## src/rtl/fw_ram_scrub.sv

```systemverilog
// ---------------------------------------------------------------------------
// fw_ram_scrub
//
// Purpose:
//   Sits between the CPU memory mux and the FW RAM port. After reset, and on
//   request, it overwrites every FW RAM word with FILL, one word per cycle.
//   It stalls CPU accesses until the overwrite has finished, so no firmware
//   data survives a reset or a scrub. Outside a scrub, CPU accesses pass
//   straight through to the RAM combinationally.
//
// Ports:
//   clk             in   1   system clock
//   reset           in   1   synchronous reset, active high
//   fw_app_mode     in   1   1 = app mode (FW RAM locked)
//   scrub_start     in   1   one-cycle scrub request (honoured only in IDLE)
//   scrub_busy      out  1   high while the scrub is writing
//   scrub_done      out  1   one-cycle pulse after the last word is written
//   scrub_err       out  1   sticky; app mode was seen during a scrub
//   cpu_cs          in   1   CPU request, held until cpu_ready
//   cpu_we          in   4   CPU byte write enables
//   cpu_address     in   AW  CPU word address
//   cpu_write_data  in   32  CPU write data
//   cpu_read_data   out  32  read data returned to the CPU
//   cpu_ready       out  1   CPU access complete
//   ram_cs          out  1   chip select to FW RAM
//   ram_we          out  4   byte write enables to FW RAM
//   ram_address     out  AW  word address to FW RAM
//   ram_write_data  out  32  write data to FW RAM
//   ram_read_data   in   32  read data from FW RAM
//   ram_ready       in   1   FW RAM ready, registered copy of ram_cs
// ---------------------------------------------------------------------------
module fw_ram_scrub #(
  parameter int unsigned DEPTH = 1024,
  parameter int unsigned AW    = 10,
  parameter logic [31:0] FILL  = 32'h0
) (
  input  logic          clk,
  input  logic          reset,
  input  logic          fw_app_mode,
  input  logic          scrub_start,
  output logic          scrub_busy,
  output logic          scrub_done,
  output logic          scrub_err,
  input  logic          cpu_cs,
  input  logic [3:0]    cpu_we,
  input  logic [AW-1:0] cpu_address,
  input  logic [31:0]   cpu_write_data,
  output logic [31:0]   cpu_read_data,
  output logic          cpu_ready,
  output logic          ram_cs,
  output logic [3:0]    ram_we,
  output logic [AW-1:0] ram_address,
  output logic [31:0]   ram_write_data,
  input  logic [31:0]   ram_read_data,
  input  logic          ram_ready
);

  typedef enum logic {
    SCRUB = 1'b0,
    IDLE  = 1'b1
  } state_t;

  // The counter never wraps into a second pass: the exit test looks at the
  // last address rather than relying on overflow.
  localparam logic [AW-1:0] LAST_ADDR = AW'(DEPTH - 1);

  state_t        state;
  logic [AW-1:0] addr_cnt;
  logic          cpu_owned_q;
  logic          scrub_done_q;
  logic          scrub_err_q;
  logic          start_take;

  // A scrub request is accepted only from IDLE and only outside app mode.
  // When accepted it takes priority over a CPU request in the same cycle.
  assign start_take = (state == IDLE) && scrub_start && !fw_app_mode && !reset;

  // Main FSM. cpu_owned_q remembers whether the previous RAM access came
  // from the CPU, so acks for scrub writes never reach the CPU side.
  always_ff @(posedge clk) begin
    if (reset) begin
      state        <= SCRUB;
      addr_cnt     <= '0;
      cpu_owned_q  <= 1'b0;
      scrub_done_q <= 1'b0;
      scrub_err_q  <= 1'b0;
    end else begin
      scrub_done_q <= 1'b0;
      case (state)
        SCRUB: begin
          cpu_owned_q <= 1'b0;
          addr_cnt    <= addr_cnt + 1'b1;
          if (fw_app_mode) begin
            scrub_err_q <= 1'b1;
          end
          if (addr_cnt == LAST_ADDR) begin
            state        <= IDLE;
            scrub_done_q <= 1'b1;
          end
        end
        IDLE: begin
          if (start_take) begin
            state       <= SCRUB;
            addr_cnt    <= '0;
            cpu_owned_q <= 1'b0;
          end else begin
            cpu_owned_q <= cpu_cs;
          end
        end
        default: begin
          state <= SCRUB;
        end
      endcase
    end
  end

  // RAM port mux: scrub writes while scrubbing, CPU pass-through in IDLE.
  // Nothing is driven to the RAM during a reset cycle, so the scrub count
  // starts cleanly on the cycle after reset.
  always_comb begin
    ram_cs         = 1'b0;
    ram_we         = 4'h0;
    ram_address    = '0;
    ram_write_data = 32'h0;
    if (!reset) begin
      if (state == SCRUB) begin
        ram_cs         = 1'b1;
        ram_we         = 4'hf;
        ram_address    = addr_cnt;
        ram_write_data = FILL;
      end else begin
        ram_cs         = cpu_cs & ~start_take;
        ram_we         = cpu_we;
        ram_address    = cpu_address;
        ram_write_data = cpu_write_data;
      end
    end
  end

  // Status and CPU return path. Reset forces the idle-looking CPU view and
  // a busy indication even before the first reset edge has been seen.
  assign scrub_busy    = reset | (state == SCRUB);
  assign scrub_done    = scrub_done_q & ~reset;
  assign scrub_err     = scrub_err_q;
  assign cpu_ready     = ram_ready & cpu_owned_q & ~reset;
  assign cpu_read_data = (cpu_owned_q && !reset) ? ram_read_data : 32'h0;

endmodule

```

## config.mk

```make
export PLATFORM = sky130hd
export DESIGN_NAME = fw_ram_scrub
export DESIGN_NICKNAME = d
export VERILOG_FILES = /design/src/rtl/fw_ram_scrub.sv
export SDC_FILE = /design/constraint.sdc
export NUM_CORES = 1
export LEC_CHECK = 0
export CAP_MARGIN = 20
export CORE_MARGIN = 2
export CORE_UTILIZATION = 25
export DETAILED_ROUTE_END_ITERATION = 8
export GPL_ROUTABILITY_DRIVEN = 0
export PLACE_DENSITY = 0.8
export SETUP_SLACK_MARGIN = 0.15
export SKIP_LAST_GASP = 1
export SYNTH_ARGS = -nofsm -noshare
export SYNTH_HDL_FRONTEND = slang
export SYNTH_SLANG_ARGS = --single-unit
```

## constraint.sdc

```tcl
create_clock -name clk -period 1.68 [get_ports clk]
set_clock_uncertainty 0.15 [all_clocks]
set_input_delay 0.252 -clock clk [delete_from_list [all_inputs] [get_ports clk]]
set_output_delay 0.252 -clock clk [all_outputs]
set_load 0.1 [all_outputs]
```

==> results of run 1 <==
synth_stat cells, types with 2 or more instances:
cell      count
dfxtp_1      14
inv_1         6
nor2b_1       3
nand4b_1      2
mux2i_1      10
nand3_1       2
nand2_1       7
buf_2         3
o21ai_0       4
and2_1       65
nor2_1       21
clkbuf_1     10
a21oi_1      17
cell families after synthesis:
group | Yosys count | synth area share
AOI/OAI and AO/OA | 27 | 0.124
adders and majority gates | 1 | 0.00982
buffers and inverters | 19 | 0.0589
DFF | 14 | 0.220
muxes | 10 | 0.0786
and+or+nand+nor | 112 | 0.509
stage by stage:
| step | worst slack, ns | setup TNS (ns) | std cells | utilization | hold slack [ns] |
|---|---|---|---|---|---|
| after floorplan | -0.0138 | -0.165 | 183 | - | 0.247 |
| after global placement | -0.0997 | -0.691 | 411 | 0.871 | 0.306 |
| after detailed placement | -0.151 | -1.09 | 411 | 0.871 | 0.327 |
==> results_dict.tcl, run 1 <==
set metrics [dict create \
    haltStage "clock tree synthesis (4_1_cts)" \
    cts_inserted_buffers 3 \
    syn_area_sq_um 1270 \
    ctsHoldBuffers 0 \
    cts_resized 57 \
    error "[ERROR DPL-0033] detailed placement checks failed during check placement." \
    syn_nets 268 \
    io-pin-count 167 \
    synth_ff_type "dfxtp_1" \
    synthCells 183 \
    cts_sinks 14 \
    htreeDepth 1 \
    fp.dieW_microns 75.4 \
    synth_area_leader_cell "and2_1" \
    place_area_sq_um 4200 \
    ys_top_cells_by_area "and2_1, dfxtp_1, mux2i_1, a21oi_1, nor2_1" \
    cts_root_buffer "clkbuf_8" \
    place_hpwl_mm 6.27 \
    synthArstFlopShare 0 \
    synth_cell_types 32 \
    clockBufferDepth 2 \
    cts_setup_buffers 10 \
    portBuffers 166 \
    initial_core_util 0.264 \
    avgSynthCellArea_sq_um 6.96 \
    die_y_microns 75.4 \
    yosysSeqAreaShare 0.220 \
    ys_seq_elements 14 \
    yosysWarnings 0 \
    rows 25 \
    synth-edff-count 0 \
    synth_top_area_frac 0.319 \
    status "stopped before the end" \
]
==> run 2, diff against run 1 <==
PLACE_DENSITY = unset   (was 0.8)
PLACE_DENSITY_LB_ADDON = 0.15   (was unset)
SETUP_SLACK_MARGIN = unset   (was 0.15)
==> run 2 against run 1 <==
Effect of this change: the flow now finishes, with violations (negative setup slack); synthesized cell count stayed put; area after synthesis stayed put.
==> results_dict.tcl, run 2 <==
set metrics [dict create \
    htreeDepth 1 \
    clk_pin_slew_worst_paths_ns 0.06 \
    tightest_slew_ns 0.454 \
    syn_area_sq_um 1270 \
    core_region_area_sq_um 4820 \
    drt-wirelength-per-cell_microns 24.1 \
    vdd_drop_max_mv 0.476 \
    cts_root_buffer "clkbuf_8" \
    synthArstFlopShare 0 \
    cts_sinks 14 \
    rsz0062_at_grt "true" \
    crit_path_end_kind "output pin" \
    synth_top_family_by_area "simple AND/OR/NAND/NOR gates" \
    io-pin-count 167 \
    cts_inserted_buffers 3 \
    synth_commonest_cells "and2_1, nor2_1, a21oi_1" \
    first_pass_iters 4 \
    ant_nets 0 \
    startpoint_type "flip-flop" \
    violations "negative setup slack" \
    clockBufferDepth 2 \
    clock.fmax_mhz 540 \
    grt_usage 0.281 \
    place_hpwl_mm 5.80 \
    r2r-end "state$_SDFF_PP0_" \
    ys_top_cells_by_area "and2_1, dfxtp_1, mux2i_1, a21oi_1, nor2_1" \
    slew_headroom 0.693 \
    layout_min_cycle_time_ns 1.85 \
    layout_setup_ws_ns -0.171 \
    largest_reg_flops 10 \
    crit_path_max_fanout 8 \
    cts_tree "done" \
    synthSimpleGateAreaFrac 0.509 \
    antenna_found_initial 0 \
    ys_seq_elements 14 \
    synth_ff_type "dfxtp_1" \
    setup_viol 79 \
    final_hold_viol_count 0 \
    reg2reg_depth 4 \
    min_path_type "flip-flop to flip-flop" \
    synthAdderAreaFrac 0.00982 \
    grt_pass1_vias 2171 \
    post-route-drc-count 0 \
    synth-xor-area-share 0 \
    grt_max_degree 34 \
    power_uw 1090 \
    synth_compound_area_frac 0.124 \
    nNetsFinal 451 \
    grt_pass1_wl_mm 11.8 \
    reg2reg_from "addr_cnt[0]$_SDFFE_PP0P_" \
    synth-edff-count 0 \
    syn_nets 268 \
    mostFrequentLayoutCells "buf_12, clkdlybuf4s50_1, and2_4" \
    critPathKind "flip-flop to output pin" \
    slew_violations 0 \
    die_area_sq_um 5680 \
    synth_cell_types 32 \
    startpoint "state$_SDFF_PP0_" \
    fin_crit_sh 1.10 \
    synth.most_common_cell "and2_1" \
    synth_top_area_frac 0.319 \
    area_growth_pct 257 \
    crit_path_end "ram_write_data[0]" \
    yosysWarnings 0 \
    wirelength_mm 10.4 \
    drv_cap 0 \
    rows 25 \
    yosysSeqAreaShare 0.220 \
    fp.dieW_microns 75.4 \
    overflow 0 \
    power.density_nw_per_um2 239 \
    ctsHoldBuffers 0 \
    p_leak_uw 0.00177 \
    fin_util 0.945 \
    status "finished, violations left" \
    crit_required_ns 1.28 \
    die_y_microns 75.4 \
    final_common_cell "buf_12" \
    top_register "addr_cnt" \
    synthCells 183 \
    first_iter_violations 135 \
    place_ws_ns -0.160 \
    layout-drive-gt1-share 0.618 \
    synth_area_leader_cell "and2_1" \
    portBuffers 166 \
    n_antenna_cell 0 \
    synth_mux_area_frac 0.0786 \
    vias 2268 \
    reg2reg_setup_slack_ns -0.05 \
    initial_core_util 0.264 \
    clock_latency_ns 0.25 \
    via_per_inst 5.26 \
    crit_arrival_ns 1.45 \
    avgSynthCellArea_sq_um 6.96 \
]
-- run 2: cell counts after synthesis --
No cell type changed its count.
-- run 2: layout make-up --
type | count | area [sq um]
multi-input cells | 150 | 1300
well taps | 67 | 83.8
repair buffers | 191 | 2810
inverters | 6 | 28.8
fillers | 128 | 264
flip-flops and latches | 14 | 292
clock buffers | 3 | 41.3
-- run 2: timing repair --
item,4_1_cts,5_1_grt
pin swaps,7,21
gates resized for setup,51,30
endpoints found under the setup margin,77,80
gates cloned,2,3
endpoints found under the hold margin,0,0
buffers inserted,5,3
-- run 2: kinds of logic after synthesis --
| kind of cell | count (synthesis) |
|---|---|
| compound gates | 27 |
| fa+ha+maj | 1 |
| buf+inv | 19 |
| flops | 14 |
| mux | 10 |
| simple gates | 112 |
-- run 2: routing by layer --
metal | vias to the layer above | share of wire | wire length (microns) | GRT usage
li1 | 968 | - | - | -
met1 | 1078 | 0.32 | 3300 | 0.271
met2 | 181 | 0.54 | 5610 | 0.543
met3 | 41 | 0.096 | 1000 | 0.0913
met4 | 0 | 0.047 | 484 | 0.117
met5 | - | 0 | 0 | 0
-- run 2: worst min path at each step --
stage | endpoint | depth (start not counted) | start
4_1_cts | scrub_err$_SDFFE_PP0P_ | 3 | fw_app_mode
2_1_floorplan | scrub_err$_SDFFE_PP0P_ | 2 | fw_app_mode
6_report | addr_cnt[9]$_SDFFE_PP0P_ | 2 | addr_cnt[9]$_SDFFE_PP0P_
5_1_grt | addr_cnt[9]$_SDFFE_PP0P_ | 2 | addr_cnt[9]$_SDFFE_PP0P_
3_3_place_gp | addr_cnt[9]$_SDFFE_PP0P_ | 2 | addr_cnt[9]$_SDFFE_PP0P_
3_5_place_dp | addr_cnt[9]$_SDFFE_PP0P_ | 2 | addr_cnt[9]$_SDFFE_PP0P_
-- run 2: metrics by stage --
stage	hold WS, ns	area (sq um)	cells	TNS, ns
6_report	0.410	4550	431	-7.17
5_1_grt	0.430	4550	431	-9.05
4_1_cts	0.294	4400	425	-3.02
3_5_place_dp	0.326	4120	417	-1.69
3_3_place_gp	0.308	4120	417	-0.763
2_1_floorplan	0.247	1480	183	-2.25
-- run 2: report_power, final --
| part | switching, uW | leakage (uW) | internal [uW] | total [uW] |
|---|---|---|---|---|
| clock network | 123 | 0.0000216 | 159 | 282 |
| logic | 206 | 0.00163 | 248 | 454 |
| registers | 14.4 | 0.000117 | 340 | 354 |
-- run 2: worst max-delay path: stages, from the launching register on --
cell and delay (ns):
dfxtp_4 0.39, inv_4 0.05, nor2_4 0.13, buf_6 0.15, clkbuf_16 0.15, and2_4 0.16, buf_12 0.17
Power figures use the tool's default switching activity.
